**config.mk**
```make
export PLATFORM = sky130hd
export DESIGN_NAME = alu_operand_entry
export DESIGN_NICKNAME = d
export VERILOG_FILES = /design/src/rtl/alu_operand_entry.sv
export SDC_FILE = /design/constraint.sdc
export NUM_CORES = 1
export LEC_CHECK = 0
export BUFFER_PORTS_ARGS = -buffer_cell sky130_fd_sc_hd__buf_2
export CAP_MARGIN = 30
export CORE_MARGIN = 2
export CORE_UTILIZATION = 52
export CTS_CLUSTER_SIZE = 8
export DETAILED_ROUTE_END_ITERATION = 10
export HOLD_SLACK_MARGIN = 0.05
export PLACE_DENSITY_LB_ADDON = 0.12
export SLEW_MARGIN = 20
export SYNTH_ARGS = -nofsm -noshare
export SYNTH_HDL_FRONTEND = slang
export SYNTH_SLANG_ARGS = --single-unit
export TNS_END_PERCENT = 5
```
**constraint.sdc**
```tcl
create_clock -name clk -period 2.8 [get_ports clk]
set_input_delay 0.14 -clock clk [delete_from_list [all_inputs] [get_ports clk]]
set_output_delay 0.14 -clock clk [all_outputs]
set_load 0.02 [all_outputs]
```
**src/rtl/alu_operand_entry.sv**
```systemverilog
// Decimal operand/selector entry front end for the ALU: collects two 1-2 digit
// decimal operands and an op code, range-checks them, then issues with valid/ready.
module alu_operand_entry #(
    parameter int OPW  = 4,
    parameter int SELW = 2
) (
    input  logic            clk,
    input  logic            rst_n,
    input  logic            clear,
    input  logic [3:0]      digit_in,
    input  logic            digit_valid,
    input  logic            enter,
    input  logic [SELW-1:0] op_in,
    output logic [OPW-1:0]  alu_in1,
    output logic [OPW-1:0]  alu_in2,
    output logic [SELW-1:0] alu_selector,
    output logic            issue_valid,
    input  logic            issue_ready,
    output logic [6:0]      entry_value,
    output logic [1:0]      digit_count,
    output logic [1:0]      state,
    output logic            err
);

    localparam logic [31:0] MAXV = 32'((1 << OPW) - 1);

    typedef enum logic [1:0] {S_A = 2'b00, S_B = 2'b01, S_OP = 2'b10, S_ISSUE = 2'b11} state_t;

    typedef struct packed {
        logic [OPW-1:0]  a;
        logic [OPW-1:0]  b;
        logic [SELW-1:0] sel;
    } issue_t;

    state_t     state_q, state_d;
    issue_t     issue_q, issue_d;
    logic [6:0] acc_q, acc_d;
    logic [1:0] cnt_q, cnt_d;
    logic       err_q, err_d;
    logic       vld_q, vld_d;

    logic digit_ok, field_ok;

    assign digit_ok = (digit_in <= 4'd9) && (cnt_q != 2'd2);
    // Range check runs on the full accumulator, before truncation to OPW bits.
    assign field_ok = (cnt_q != 2'd0) && (32'(acc_q) <= MAXV);

    always_ff @(posedge clk or negedge rst_n) begin
        if (!rst_n) state_q <= S_A;
        else        state_q <= state_d;
    end

    always_comb begin
        state_d = state_q;
        if (clear) begin
            state_d = S_A;
        end else begin
            case (state_q)
                S_A:     if (enter && field_ok) state_d = S_B;
                S_B:     if (enter && field_ok) state_d = S_OP;
                S_OP:    if (enter) state_d = S_ISSUE;
                S_ISSUE: if (vld_q && issue_ready) state_d = S_A;
                default: state_d = S_A;
            endcase
        end
    end

    // Enter outranks a same-cycle digit: it commits the pre-digit accumulator.
    always_comb begin
        acc_d   = acc_q;
        cnt_d   = cnt_q;
        err_d   = err_q;
        vld_d   = vld_q;
        issue_d = issue_q;
        if (clear) begin
            acc_d = '0;
            cnt_d = '0;
            err_d = 1'b0;
            vld_d = 1'b0;
        end else begin
            case (state_q)
                S_A, S_B: begin
                    if (enter) begin
                        if (field_ok) begin
                            if (state_q == S_A) issue_d.a = acc_q[OPW-1:0];
                            else                issue_d.b = acc_q[OPW-1:0];
                            acc_d = '0;
                            cnt_d = '0;
                            err_d = 1'b0;
                        end else begin
                            err_d = 1'b1;
                        end
                    end else if (digit_valid) begin
                        if (digit_ok) begin
                            acc_d = acc_q * 7'd10 + {3'b000, digit_in};
                            cnt_d = cnt_q + 2'd1;
                            err_d = 1'b0;
                        end else begin
                            err_d = 1'b1;
                        end
                    end
                end
                S_OP: begin
                    if (enter) begin
                        issue_d.sel = op_in;
                        vld_d       = 1'b1;
                    end
                end
                S_ISSUE: if (vld_q && issue_ready) vld_d = 1'b0;
                default: ;
            endcase
        end
    end

    always_ff @(posedge clk or negedge rst_n) begin
        if (!rst_n) begin
            acc_q   <= '0;
            cnt_q   <= '0;
            err_q   <= 1'b0;
            vld_q   <= 1'b0;
            issue_q <= '0;
        end else begin
            acc_q   <= acc_d;
            cnt_q   <= cnt_d;
            err_q   <= err_d;
            vld_q   <= vld_d;
            issue_q <= issue_d;
        end
    end

    assign alu_in1      = issue_q.a;
    assign alu_in2      = issue_q.b;
    assign alu_selector = issue_q.sel;
    assign issue_valid  = vld_q;
    assign entry_value  = acc_q;
    assign digit_count  = cnt_q;
    assign state        = state_q;
    assign err          = err_q;

endmodule

```
==> results of run 1 <==
## what timing repair did
item                                    4_1_cts  5_1_grt
resized for setup                             0        0
hold buffers                                  3        1
endpoints found under the setup margin        0        0
hold endpoints to repair                     25        1
## sequential cells by signal, indices dropped and copies added (netlist names)
register / flops
alu_in1: 4
alu_in2: 4
alu_selector: 2
digit_count: 2
entry_value: 7
err: 1
issue_valid: 1
state: 2
## worst paths after layout
kind / startpoint / end / cells after the start
max reg2reg: entry_value[3] / entry_value[6] / 8
max in group asynchronous: rst_n / alu_in1[0] / 2
min reg2reg: alu_in2[2] / alu_in2[2] / 1
max: entry_value[3] / entry_value[6] / 8
min in group asynchronous: rst_n / state[1] / 2
min: clear / issue_valid / 2
## worst max-delay path, delay by kind of cell (launching register included)
family / cells / cell delay (ps)
flops: 1 / 480
compound gates: 2 / 370
simple gates: 1 / 180
fa+ha+maj: 3 / 960
xor+xnor: 1 / 90
buf+inv: 1 / 50
## cell families (layout without fill, tap and decap cells)
group	count (synthesis)	count (layout)	share of synthesized area (%)
muxes	14	14	11.6
AOI/OAI and AO/OA	21	21	11.4
DFF	23	23	41.9
buffers and inverters	16	54	5.01
and+or+nand+nor	22	22	10.6
xor gates and xnor gates	6	6	3.83
adders and majority gates	16	16	15.7
## layer usage
metal | global-route usage (%) | up-vias
met5 | 0 | -
met4 | 5.57 | 0
met3 | 5.39 | 2
met2 | 30.3 | 24
met1 | 22.8 | 483
li1 | - | 489
## cell usage in the layout (no fill, tap or decap), types with 2 or more instances in the layout
master / synthesis / final
buf_2: 1 / 34
ha_1: 14 / 14
mux2_1: 4 / 4
a21oi_1: 2 / 2
mux2_2: 7 / 7
o21ai_0: 3 / 3
xnor2_1: 6 / 6
mux2i_1: 2 / 2
dlygate4sd3_1: 0 / 4
and3b_1: 2 / 2
fa_1: 2 / 2
a22oi_1: 2 / 2
nor2b_1: 2 / 2
a22o_1: 7 / 7
inv_1: 12 / 12
nand2b_1: 4 / 4
nor2_1: 2 / 2
dfrtp_1: 23 / 23
clkbuf_4: 0 / 3
nand2_1: 5 / 5
## final cells by class
cell class | instances | share of cell area [%]
Multi-Input combinational cell | 79 | 44.8
Sequential cell | 23 | 35.4
Timing Repair Buffer | 38 | 12.9
Inverter | 12 | 2.77
Tap cell | 30 | 2.31
Clock buffer | 3 | 1.39
Clock inverter | 1 | 0.308
## cell usage after synthesis, drive strengths merged (2+ instances only)
| library cell | count |
|---|---|
| nand3b | 2 |
| mux2i | 2 |
| nor2b | 2 |
| fa | 2 |
| mux2 | 12 |
| nor2 | 2 |
| a22oi | 2 |
| nand2b | 4 |
| ha | 14 |
| nand2 | 5 |
| nor4 | 2 |
| inv | 12 |
| clkbuf | 2 |
| a21oi | 2 |
| buf | 2 |
| dfrtp | 23 |
| a22o | 7 |
| xnor2 | 6 |
| o21ai | 3 |
| and3b | 2 |
## through the flow
stage | total power, mW | utilization, % | hold slack [ps] | std cells | instance area [um2]
finish | 1.07 | 65.0 | 95.6 | 186 | 1620
global route | 1.15 | 65.0 | 91.6 | 186 | 1620
CTS | 1.08 | 64.6 | 53.3 | 185 | 1610
detailed placement | 0.918 | 62.3 | 143 | 178 | 1560
global placement | 0.902 | 62.3 | 138 | 178 | 1560
floorplan | 0.787 | - | -156 | 118 | 1370
## report_power, final
group / switching (mW) / leakage (nW) / internal (mW)
combinational: 0.258 / 0.549 / 0.202
sequential: 0.0549 / 0.313 / 0.397
clock: 0.104 / 0.0177 / 0.0534
==> results_dict.tcl, run 1 <==
set metrics [dict create \
    outcome "completed" \
    seq_area_um2 576 \
    area_growth_pct 18.3 \
    max_cap_viol_count 0 \
    first_pass_iters 4 \
    drc 0 \
    ctsLongestPathBuffers 2 \
    dieArea_um2 3070 \
    period_needed_ps 2230 \
    clkTransAtPathRegs_ps 140 \
    core_um2 2500 \
    top_layer_used "met4" \
    ys_top_cells_by_area "dfrtp_1, ha_1, mux2_2" \
    fill_cells 220 \
    clock_latency_ps 320 \
    hp-class "in2reg" \
    cts_tree "yes" \
    routedWlPerCell_um 14.1 \
    finalMaxSlewViolations 0 \
    wirelength_um 2620 \
    ys_types 35 \
    place_congestion 0.775 \
    fp.dieW_um 55.4 \
    nets 185 \
    finClkSkew_ps 9.85 \
    min_period_over_period_pct 79.5 \
    ys_seq_area_share_pct 41.9 \
    worst_path_most_repeated_cell "ha_1" \
    synthFlopType "dfrtp_1" \
    numPortBuffers 34 \
    path_cells "ha_1 > ha_1 > inv_1 > fa_1 > and3b_1 > a32oi_1 > xnor2_1 > a22o_1" \
    drt-vias-per-instance 5.37 \
    dr_wl_met2_um 1290 \
    powerDensity_nw_per_um2 659 \
    tightest_slew_ps 503 \
    netlist.area_leader.share_pct 41.9 \
    ios 35 \
    postRouteAntennaNets 0 \
    synth_seq_cells 23 \
    grt_max_degree 24 \
    synth_edf_count 0 \
    synth.largest_area_cell "dfrtp_1" \
    die_h_um 55.4 \
    clock.fmax_mhz 449 \
    rows 18 \
    drt_iter0_markers 9 \
    antennaDiodeCount 0 \
    critPathMaxFanout 6 \
    dp_slack_ps 606 \
    setup_violations 0 \
    grt_pass1_wl_um 4510 \
    worst_slack_ps 574 \
    start_util_pct 54.9 \
    async_reset_ff_share_pct 100 \
    start_kind "flip-flop" \
    rsz0062_at_grt "no" \
    vdd_drop_max_mv 0.506 \
    critical_path_required_ps 3030 \
    wl_met1_um 1200 \
    final_layout_size_suffix_gt1_share_pct 30.8 \
    slowest_stage "fa_1" \
    grt_pass1_vias 1028 \
    yosys_warnings 0 \
    multi_input_area_um2 728 \
    overflow 0 \
    cts_buffers 3 \
    syn_nets 146 \
    crit_path_max_incr_delay_ps 500 \
    h-tree-depth 1 \
    arrival_ps 2450 \
    worst_setup_path_end_kind "flip-flop" \
    vias 998 \
    fin_setup_tns_ps 0 \
    critical_path_class "reg2reg" \
    reg2reg_slack_ps 570 \
    hpwl_um 2010 \
    wl_met3_um 113 \
    antenna_found_initial 0 \
    syn_inst 118 \
    slew_headroom_pct 66.5 \
    syn_avg_cell_area_um2 11.6 \
    syn_area_um2 1370 \
    cts_num_sinks 23 \
    cts_setup_buffers 0 \
    cts-root-buf "clkbuf_4" \
    grt_usage_pct 18.2 \
    hold_viol 0 \
    leakagePower_nw 0.880 \
]
No activity file was read; power rests on OpenSTA's default activity.
==> run 2, diff against run 1 <==
- clock period: 2.8 -> 2.21 ns (I/O delays scaled with it)
==> results_dict.tcl, run 2 (same netlist as run 1, synthesis figures left out) <==
set metrics [dict create \
    outcome "completed" \
    first_pass_iters 4 \
    r2r-start "entry_value[2]" \
    place_congestion 0.820 \
    nets 187 \
    leakagePower_nw 0.890 \
    cts_setup_buffers 0 \
    antennaDiodeCount 0 \
    rows 18 \
    clock_latency_ps 310 \
    cts-root-buf "clkbuf_4" \
    min-delay-start "clear" \
    path_buf_inv 1 \
    drc 0 \
    fp.dieW_um 55.4 \
    ctsLongestPathBuffers 2 \
    worst_setup_path_end_kind "flip-flop" \
    rsz0062_at_grt "no" \
    crit_cells 7 \
    start_util_pct 54.9 \
    fin_setup_tns_ps 0 \
    cts_tree "yes" \
    clkTransAtPathRegs_ps 130 \
    worst_slack_ps 119 \
    netSwitchingPower_mw 0.530 \
    setup_violations 0 \
    vias 1000 \
    cts_num_sinks 23 \
    overflow 0 \
    finalMaxSlewViolations 0 \
    ios 35 \
    vdd_drop_max_mv 0.603 \
    critPathLaunch "entry_value[2]" \
    tightest_slew_ps 501 \
    multi_input_area_um2 728 \
    critPathMaxFanout 6 \
    slew_headroom_pct 66.6 \
    largest_register_ffs 7 \
    final_cell_mix "buf_2, dfrtp_1, ha_1" \
    dp_slack_ps 131 \
    grt_usage_pct 19.6 \
    numPortBuffers 34 \
    hold_path_depth 2 \
    routedWlPerCell_um 14.6 \
    p_int_mw 0.833 \
    core_um2 2500 \
    postRouteAntennaNets 0 \
    hp-class "in2reg" \
    grt_max_degree 24 \
    path_cells "ha_1 > inv_1 > fa_1 > and3b_1 > a32oi_1 > xnor2_1 > a22o_1" \
    power_frac_clock_pct 14.2 \
    cts_buffers 3 \
    drt-vias-per-instance 5.32 \
    critical_path_class "reg2reg" \
    seq_power_share_pct 41.5 \
    wirelength_um 2740 \
    die_h_um 55.4 \
    antenna_found_initial 0 \
    grt_pass1_vias 1028 \
    clock.fmax_mhz 478 \
    start_kind "flip-flop" \
    postCtsHoldBufs 4 \
    grt_pass1_wl_um 4740 \
    max_cap_viol_count 0 \
    final_common_cell "buf_2" \
    dieArea_um2 3070 \
    powerDensity_nw_per_um2 832 \
    path_delay_family "adder cells" \
    drt_iter0_markers 17 \
    slowest_stage "fa_1" \
    fill_cells 199 \
    min_period_over_period_pct 94.6 \
    p_comb_share_pct 44.3 \
    ff2ff_path_depth 7 \
    crit_path_max_incr_delay_ps 550 \
    hpwl_um 2140 \
    seq_area_um2 576 \
    critical_path_required_ps 2420 \
    period_needed_ps 2090 \
    post_cts_resize_count 0 \
    p_sw_share_pct 38.9 \
    hold_viol 0 \
    final_layout_size_suffix_gt1_share_pct 31.6 \
    area_growth_pct 19.4 \
    h-tree-depth 1 \
    finClkSkew_ps 2.16 \
    arrival_ps 2300 \
]
==> run 2: cell types whose count changed in the layout (fill, tap and decap cells not counted) <==
cell   change
buf_4      +2
==> run 2: final timing paths <==
path | end | slack (ps)
min in group asynchronous | alu_selector[0] | 280
max in group asynchronous | alu_in2[3] | 1590
worst max register to register | entry_value[6] | 120
worst max-delay path | entry_value[6] | 120
worst min-delay path | issue_valid | 80
worst min register to register | alu_in2[1] | 500
==> run 2: cell type report <==
class                   count  area share, %
inverters                  12           2.75
flip-flops and latches     23           35.1
clock buffers               3           1.37
repair buffers             40           13.7
clock inverters             1          0.305
multi-input cells          79           44.4
well taps                  30           2.29
==> run 2: per-layer routing <==
metal | up-vias | GRT usage (%) | share of wire [%]
met5 | - | 0 | 0
met4 | 0 | 6.27 | 0.55
met3 | 2 | 3.98 | 4.0
met2 | 23 | 33.0 | 49
met1 | 482 | 25.3 | 46
li1 | 493 | - | -
==> run 2: power groups by stage <==
stage	Sequential (mW)	Clock (mW)	Combinational, mW
2_1_floorplan	0.678	0	0.319
3_3_place_gp	0.570	0	0.587
3_5_place_dp	0.576	0	0.602
4_1_cts	0.567	0.201	0.610
5_1_grt	0.579	0.228	0.657
6_report	0.565	0.193	0.604
==> run 2: metrics by stage <==
| step | total power [mW] | hold slack [ps] | cell area (um2) | util [%] | std cells |
|---|---|---|---|---|---|
| 2_1_floorplan | 0.998 | -185 | 1370 | - | 118 |
| 3_3_place_gp | 1.16 | 107 | 1570 | 62.9 | 180 |
| 3_5_place_dp | 1.18 | 115 | 1570 | 62.9 | 180 |
| 4_1_cts | 1.38 | 60.5 | 1640 | 65.6 | 188 |
| 5_1_grt | 1.46 | 85.1 | 1640 | 65.6 | 188 |
| 6_report | 1.36 | 75.1 | 1640 | 65.6 | 188 |
==> run 3, diff against run 2 <==
--- a/config.mk
+++ b/config.mk
@@ -15,2 +15,3 @@
 export PLACE_DENSITY_LB_ADDON = 0.12
+export SKIP_CTS_REPAIR_TIMING = 1
 export SLEW_MARGIN = 20
--- a/constraint.sdc
+++ b/constraint.sdc
@@ -3,2 +3,2 @@
 set_output_delay 0.1105 -clock clk [all_outputs]
-set_load 0.02 [all_outputs]
+set_load 0.05 [all_outputs]
==> results_dict.tcl, run 3 (same netlist as run 1, synthesis figures left out) <==
set metrics [dict create \
    outcome "completed" \
    clock_latency_ps 320 \
    arrival_ps 2330 \
    routedWlPerCell_um 14.2 \
    clock.fmax_mhz 475 \
    clkTransAtPathRegs_ps 130 \
    rows 18 \
    dieArea_um2 3070 \
    overflow 0 \
    finalMaxSlewViolations 0 \
    antenna_found_initial 0 \
    worst_setup_path_end_kind "flip-flop" \
    postRouteAntennaNets 0 \
    vdd_drop_max_mv 0.559 \
    design_area_um2 1650 \
    worst_path_most_repeated_cell "ha_1" \
    seq_area_um2 582 \
    hold_path_depth 2 \
    finClkSkew_ps 2.88 \
    rr_endpoint "entry_value[6]" \
    wirelength_um 2670 \
    start_util_pct 54.9 \
    grt_usage_pct 18.2 \
    final_common_cell "buf_2" \
    placed_area_um2 1580 \
    path_delay_family "adder cells" \
    numPortBuffers 34 \
    vias 996 \
    die_h_um 55.4 \
    final_layout_size_suffix_gt1_share_pct 34.8 \
    critical_path_required_ps 2430 \
    hp-class "in2reg" \
    nets 187 \
    grt_pass1_vias 997 \
    place_congestion 0.793 \
    min-delay-start "clear" \
    drc 0 \
    cts_buffers 3 \
    slowest_stage "fa_1" \
    area_growth_pct 19.9 \
    fp.dieW_um 55.4 \
    finalPower_mw 1.56 \
    setup_violations 0 \
    critical_path_class "reg2reg" \
    max_cap_viol_count 0 \
    start_kind "flip-flop" \
    r2r-start "entry_value[3]" \
    hold_viol 0 \
    final_cell_mix "buf_2, dfrtp_1, ha_1" \
    critPathMaxFanout 2 \
    hpwl_um 2060 \
    crit_path_max_incr_delay_ps 480 \
    core_um2 2500 \
    path_cells "ha_1 > ha_1 > inv_1 > fa_1 > and3b_1 > a32oi_1 > xnor2_1 > a22o_1" \
    first_pass_iters 5 \
    multi_input_area_um2 728 \
    cts_tree "yes" \
    final_util_pct 65.8 \
    largest_register_ffs 7 \
    holdPathEnd "issue_valid" \
    rsz0062_at_grt "no" \
    powerDensity_nw_per_um2 950 \
    tightest_slew_ps 504 \
    cts-root-buf "clkbuf_4" \
    drt_iter0_markers 17 \
    ios 35 \
    holdWs_ps 69.4 \
    fill_cells 203 \
    ff2ff_path_depth 8 \
    period_needed_ps 2110 \
    grt_pass1_wl_um 4490 \
    min_period_over_period_pct 95.3 \
    h-tree-depth 1 \
    path_buf_inv 1 \
    ctsLongestPathBuffers 2 \
    grt_max_degree 24 \
    reg2reg_slack_ps 100 \
    leakagePower_nw 0.883 \
    cts_num_sinks 23 \
    slew_headroom_pct 66.4 \
    fin_setup_tns_ps 0 \
    drt-vias-per-instance 5.30 \
    antennaDiodeCount 0 \
]
## run 3: changes by cell type in the layout (fill, tap and decap cells not counted)
cell / before / now
dfrtp_1: 23 / 18
dfrtp_2: 0 / 5
## run 3: worst max-delay path by stage
stage	slack (ps)	endpoint	from	depth (start not counted)
finish	100	entry_value[6]	entry_value[3]	8
detailed placement	110	entry_value[6]	entry_value[1]	8
floorplan	10	entry_value[6]	entry_value[1]	8
global placement	170	entry_value[6]	entry_value[1]	8
global route	20	entry_value[6]	entry_value[3]	8
CTS	90	entry_value[6]	entry_value[3]	8
## run 3: per-stage QoR
step	setup WS, ps	instances
6_report	104	188
5_1_grt	18.6	188
4_1_cts	91.7	184
3_5_place_dp	107	180
3_3_place_gp	167	180
2_1_floorplan	12.8	118
## run 3: final cells by class
| type | instances | area share (%) |
|---|---|---|
| Clock buffer | 3 | 1.37 |
| Clock inverter | 1 | 0.304 |
| Inverter | 12 | 2.74 |
| Multi-Input combinational cell | 79 | 44.3 |
| Sequential cell | 23 | 35.4 |
| Tap cell | 30 | 2.28 |
| Timing Repair Buffer | 40 | 13.7 |
## run 3: power by group
group / internal [mW] / switching, mW / leakage [nW]
combinational: 0.262 / 0.533 / 0.560
clock: 0.0678 / 0.132 / 0.0177
sequential: 0.505 / 0.0628 / 0.305
## run 3: layer usage
layer	vias to the layer above	share of wire [%]	track usage, %
li1	491	-	-
met1	482	45	23.4
met2	21	50	30.8
met3	2	3.9	3.75
met4	0	0.79	5.23
met5	-	0	0
## run 3: worst reg2reg max path, cell delays in order, from the launching register on
cell and delay (ps):
dfrtp_2 430, ha_1 290, ha_1 140, inv_1 40, fa_1 480, and3b_1 180
a32oi_1 180, xnor2_1 90, a22o_1 180
